### config.mk
export PLATFORM = sky130hd
export DESIGN_NAME = psr_cond_unit_flat
export DESIGN_NICKNAME = d
export VERILOG_FILES = /design/src/rtl/psr_cond_unit_if.sv /design/src/rtl/psr_cond_unit.sv /design/src/flat_wrapper.sv
export SDC_FILE = /design/constraint.sdc
export NUM_CORES = 1
export LEC_CHECK = 0
export CAP_MARGIN = 5
export CORE_AREA = 3 3 47 49
export DETAILED_ROUTE_END_ITERATION = 12
export DIE_AREA = 0 0 50 52
export PLACE_DENSITY = 0.83
export SETUP_SLACK_MARGIN = 0.1
export SYNTH_ARGS = -nofsm -noshare
export SYNTH_HDL_FRONTEND = slang
export SYNTH_SLANG_ARGS = --single-unit
### constraint.sdc
create_clock -name clk -period 3.43 [get_ports clk]
set_input_delay 0.686 -clock clk [delete_from_list [all_inputs] [get_ports clk]]
set_output_delay 0.686 -clock clk [all_outputs]
set_load 0.01 [all_outputs]
### src/rtl/psr_cond_unit_if.sv
// psr_cond_unit_if: condition query request/response handshake between the control FSM (master) and psr_cond_unit (slave)
//   cond_valid/cond_code/cond_ready : query request, accepted on cond_valid & cond_ready
//   res_valid/res_taken/res_ready   : query response, consumed on res_valid & res_ready
interface psr_cond_unit_if;
  logic       cond_valid;
  logic [3:0] cond_code;
  logic       cond_ready;
  logic       res_valid;
  logic       res_taken;
  logic       res_ready;
  modport master (output cond_valid, cond_code, res_ready, input cond_ready, res_valid, res_taken);
  modport slave (input cond_valid, cond_code, res_ready, output cond_ready, res_valid, res_taken);
endinterface

### src/rtl/psr_cond_unit.sv
// psr_cond_unit: CR16 processor status register {N,Z,F,L,C} and branch/jump/Scond condition evaluator
//   clk       : system clock, rising edge
//   reset     : asynchronous active-high reset
//   alu_op    : ALU opcode selecting which flags flag_we may update
//   alu_psr   : ALU flag vector {N,Z,F,L,C}
//   flag_we   : commit masked ALU flags
//   psr_we    : full PSR write (LPR), wins over flag_we
//   psr_wdata : data for psr_we
//   psr_out   : registered PSR
//   cq        : condition query handshake (slave side)
//   Build option PSR_FWD_EN: evaluate accepted queries against the forwarded post-write PSR,
//   giving fixed 1-cycle latency; otherwise a write in the acceptance cycle detours through HOLD.
module psr_cond_unit (
  input  logic       clk,
  input  logic       reset,
  input  logic [3:0] alu_op,
  input  logic [4:0] alu_psr,
  input  logic       flag_we,
  input  logic       psr_we,
  input  logic [4:0] psr_wdata,
  output logic [4:0] psr_out,
  psr_cond_unit_if.slave cq
);
  typedef enum logic [1:0] {IDLE, HOLD, RESP} state_t;
  state_t     state_q;
  logic [4:0] psr_q, psr_d, mask;
  logic       ready_q, valid_q, taken_q;
`ifndef PSR_FWD_EN
  logic [3:0] code_q;
`endif
  // Even codes test a flag (or flag combination), the odd partner is its complement.
  function automatic logic eval(input logic [3:0] c, input logic [4:0] p);
    logic base;
    case (c[3:1])
      3'd0:    base = p[3];
      3'd1:    base = p[0];
      3'd2:    base = p[1];
      3'd3:    base = p[4];
      3'd4:    base = p[2];
      3'd5:    base = ~p[1] & ~p[3];
      3'd6:    base = ~p[4] & ~p[3];
      default: base = 1'b1;
    endcase
    return base ^ c[0];
  endfunction
  always_comb begin
    mask = alu_op == 4'b0000 ? 5'b00101 :
           (alu_op == 4'b0100 || alu_op == 4'b0110) ? 5'b01011 :
           alu_op == 4'b0101 ? 5'b00001 :
           alu_op == 4'b1000 ? 5'b11010 : 5'b00000;
    psr_d = psr_we ? psr_wdata : flag_we ? (psr_q & ~mask) | (alu_psr & mask) : psr_q;
  end
  always_ff @(posedge clk or posedge reset) begin
    if (reset) begin
      state_q <= IDLE;
      psr_q   <= '0;
      ready_q <= 1'b1;
      valid_q <= 1'b0;
      taken_q <= 1'b0;
`ifndef PSR_FWD_EN
      code_q  <= '0;
`endif
    end else begin
      psr_q <= psr_d;
      case (state_q)
        IDLE: if (cq.cond_valid) begin
          ready_q <= 1'b0;
`ifdef PSR_FWD_EN
          taken_q <= eval(cq.cond_code, psr_d);
          valid_q <= 1'b1;
          state_q <= RESP;
`else
          code_q <= cq.cond_code;
          // A write in this cycle lands in psr_q at this edge; HOLD evaluates it next cycle.
          if (flag_we | psr_we) state_q <= HOLD;
          else begin
            taken_q <= eval(cq.cond_code, psr_q);
            valid_q <= 1'b1;
            state_q <= RESP;
          end
`endif
        end
`ifndef PSR_FWD_EN
        HOLD: begin
          taken_q <= eval(code_q, psr_q);
          valid_q <= 1'b1;
          state_q <= RESP;
        end
`endif
        RESP: if (cq.res_ready) begin
          valid_q <= 1'b0;
          ready_q <= 1'b1;
          state_q <= IDLE;
        end
        default: state_q <= IDLE;
      endcase
    end
  end
  assign psr_out       = psr_q;
  assign cq.cond_ready = ready_q;
  assign cq.res_valid  = valid_q;
  assign cq.res_taken  = taken_q;
endmodule

### src/flat_wrapper.sv
// flat-port wrapper written by rule: the top's interface ports become plain ports
module psr_cond_unit_flat 
  (clk, reset, alu_op, alu_psr, flag_we, psr_we, psr_wdata, psr_out, cq_cond_valid, cq_cond_code, cq_res_ready, cq_cond_ready, cq_res_valid, cq_res_taken);
  psr_cond_unit_if cq_i ();
  input  logic clk;
  input  logic reset;
  input  logic [3:0] alu_op;
  input  logic [4:0] alu_psr;
  input  logic flag_we;
  input  logic psr_we;
  input  logic [4:0] psr_wdata;
  output logic [4:0] psr_out;
  input wire logic [$bits(cq_i.cond_valid)-1:0] cq_cond_valid;
  input wire logic [$bits(cq_i.cond_code)-1:0] cq_cond_code;
  input wire logic [$bits(cq_i.res_ready)-1:0] cq_res_ready;
  output wire logic [$bits(cq_i.cond_ready)-1:0] cq_cond_ready;
  output wire logic [$bits(cq_i.res_valid)-1:0] cq_res_valid;
  output wire logic [$bits(cq_i.res_taken)-1:0] cq_res_taken;
  assign cq_i.cond_valid = cq_cond_valid;
  assign cq_i.cond_code = cq_cond_code;
  assign cq_i.res_ready = cq_res_ready;
  assign cq_cond_ready = cq_i.cond_ready;
  assign cq_res_valid = cq_i.res_valid;
  assign cq_res_taken = cq_i.res_taken;
  psr_cond_unit u_core (.clk(clk), .reset(reset), .alu_op(alu_op), .alu_psr(alu_psr), .flag_we(flag_we), .psr_we(psr_we), .psr_wdata(psr_wdata), .psr_out(psr_out), .cq(cq_i));
endmodule
==> impl_results.md <==
* Status: finished, final reports clean
* Total track usage at between 15 and 20%
* Fin worst setup slack at between 1 and 1.5 ns
* Placed Cells incl. Taps at 143
* DR pass1 iterations at 4
* DR WL/cell at 13.3 um
* WS Path Type: in2reg
* Fin crit share at between 60% and 70%
* Synthesized net count at 110
* CTS max path bufs at 2
* WP data arrival at 2.38 ns
* Num CTS Buffers at 3
* Synth-to-layout area growth at 45.9%
* CP Capture Type: register
* Hold Fails Final Rpt at 0
* RSZ-0062 raised after global routing: no
* Worst Tran Pin Value at 0.528 ns
* Synthesis Warnings at 0
* Share of cells above drive strength 1 at 6.67%
* Hold-fix buffers at CTS at 0
* Chip Height at 52 um
* Initial antenna violation count at 0
* Peak supply drop at 0.284 mV
* Pwr Density at 501 mW/mm^2
* Place WS at 0.956 ns
* Synth Cell Area at 800 um^2
* Distinct cells, synth at 27
* Slew headroom at approximately two thirds
* Via Count at 773
* Buffers on Ports at 31
* Post-route ant nets at 0
* Core ar. at approximately 0.0019 mm^2
* Critical Path RT at roughly 3.6 ns
* Crit path launch type: input pin
* Nets@finish at 145
* Fin. max-slew vios at 0
* Net Sw Power at 0.000192 W
* Width of the die at 50 um
* Largest net degree at the start of global routing at 15
* FILL cells at 166
* Hpwl dp at 1590 um
* Initial Util at 42.0%
* Non-Filler Instances at 147
* Post-route clock skew at 0.00816 ns
* Clock Pin Slew Worst Setup and Hold Paths at 0.08 ns
* Vias in the first global route at roughly 730
* Post-CTS sizing at 0
* DRT iter0 DRCs at 22
* Total Wirelength at roughly 2000 um
* Clock power frac at 16.5%
* P_leak at 0.477 nW
* Grt ovf at 0
* Drc violations at 0
* F_max at 0.453 GHz
* CTS Sinks at 14
* TNS Setup at 0 ns
* Syn Inst Count at 86
* Hold Path Class: reg2reg
* Seq/Total Area, Yosys at 44.0%
* Critical Path Fanout Max at 7
* ANT cells at 0
* Setup bufs post-CTS at 0
* Internal Pwr Total at 0.000392 W
* Via density at between 5 and 6
* CTS tree: yes
* Mean Syn Cell Area at 9.30 um^2
* Post-Route Utilization at 61.3%
* Tmin final at 2.21 ns
* #FFs+latches synth at 14
* Die Area at about 0.0026 mm^2
* Row count at 16
* H-tree Lvls at 1
* Worst hold slack at 0.538 ns
* Flop pwr share at between 40% and 50%
* Clk Latency, worst-skew pair at 0.27 ns
* Finish-stage setup viols at 0
* Boundary pin count at 32
* Comb power frac at 38.1%
* Switching portion of total power at 32.9%
* Max-Cap Viols at 0
* Clock root buffer: clkbuf_4
* RD Place Congestion at 0.798
* First-pass GRT wire length at 3140 um
-- layout make-up --
type                            count  area (um^2)  area share (%)
Multi-Input combinational cell     66          425            36.5
Sequential cell                    14          352            30.2
Timing Repair Buffer               31          310            26.6
Tap cell                           27         33.8            2.90
Clock buffer                        4         26.3            2.25
Inverter                            5         18.8            1.61
-- synth_stat cells --
cell        n  share of area [%]
dfrtp_1    13                 41
nor2_1     11                5.2
nand2_1     8                3.8
mux2i_1     6                7.5
a21oi_1     5                3.1
inv_1       5                2.3
mux2_2      4                5.6
nor2b_1     4                3.1
nor3b_1     3                2.8
o21ai_0     3                1.9
o21ai_1     3                1.9
a2111oi_0   2                2.2
a211o_1     2                2.2
a22oi_1     2                1.9
a311oi_1    2                2.2
or3_1       2                1.6
a21o_1      1               0.94
a31oi_1     1               0.78
a32oi_1     1                1.1
clkbuf_1    1               0.47
dfstp_2     1                3.3
maj3_1      1                1.3
nand3_1     1               0.63
nand3b_1    1               0.94
nor3_1      1               0.63
o21a_1      1               0.94
xnor2_1     1                1.1
-- power groups by stage --
stage,combinational [W],sequential (W),clock [W]
2_1_floorplan,0.000117,0.000267,0
3_3_place_gp,0.000217,0.000263,0
3_5_place_dp,0.000223,0.000267,0
4_1_cts,0.000224,0.000264,0.0000981
5_1_grt,0.000245,0.000273,0.000109
6_report,0.000222,0.000265,0.0000966
-- worst max-delay path, cell delays in order --
cell and delay [ns]:
clkdlybuf4s50_1 0.52, o21a_1 0.21, a2111oi_0 0.41, a311oi_1 0.12, xnor2_1 0.15, a311oi_1 0.28
-- layer usage --
layer	routed length, um	part of all wire, %	up-vias	global-route usage (%)
met2	970	50	23	28.0
li1	-	-	384	-
met3	92	4.7	6	3.44
met1	862	44	360	18.7
met5	0	0	-	0
met4	34	1.7	0	5.99
-- placed cells by master (no fill, tap or decap) --
master / synthesis / layout
a2111oi_0: 2 / 2
a211o_1: 2 / 2
a21o_1: 1 / 1
a21oi_1: 5 / 5
a22oi_1: 2 / 2
a311oi_1: 2 / 2
a31oi_1: 1 / 1
a32oi_1: 1 / 1
clkbuf_1: 1 / 1
clkbuf_4: 0 / 3
clkdlybuf4s50_1: 0 / 31
dfrtp_1: 13 / 13
dfstp_2: 1 / 1
inv_1: 5 / 5
maj3_1: 1 / 1
mux2_2: 4 / 4
mux2i_1: 6 / 6
nand2_1: 8 / 8
nand3_1: 1 / 1
nand3b_1: 1 / 1
nor2_1: 11 / 11
nor2b_1: 4 / 4
nor3_1: 1 / 1
nor3b_1: 3 / 3
o21a_1: 1 / 1
o21ai_0: 3 / 3
o21ai_1: 3 / 3
or3_1: 2 / 2
xnor2_1: 1 / 1
-- path summary, 6_finish.rpt --
path,startpoint,end,slack (ns),cells past startpoint
worst max-delay path,cq_cond_code[3],u_core.cq.res_taken$_DFFE_PP0P_,1.22,6
worst min-delay path,u_core.cq.cond_ready$_DFFE_PP1P_,u_core.cq.cond_ready$_DFFE_PP1P_,0.54,2
worst min register to register,u_core.cq.cond_ready$_DFFE_PP1P_,u_core.cq.cond_ready$_DFFE_PP1P_,0.54,2
max in group asynchronous,reset,u_core.cq.cond_ready$_DFFE_PP1P_,2.32,2
worst max register to register,register,u_core.cq.res_taken$_DFFE_PP0P_,1.72,5
min in group asynchronous,reset,async pin,0.74,2
-- cell families after synthesis --
family                     Yosys count  synth area share, %
AOI/OAI and AO/OA                   23                 19.1
xor gates and xnor gates             1                 1.10
adders and majority gates            1                 1.25
buffers and inverters                6                 2.82
DFF                                 14                 44.0
muxes                               10                 13.1
and+or+nand+nor                     31                 18.6
-- per-stage QoR --
step / total power, W / cell area, um^2
2_1_floorplan: 0.000384 / 800
6_report: 0.000584 / 1170
3_5_place_dp: 0.000490 / 1140
5_1_grt: 0.000627 / 1170
3_3_place_gp: 0.000480 / 1140
4_1_cts: 0.000586 / 1170
Note: power is estimated with default switching activity, not from simulation.
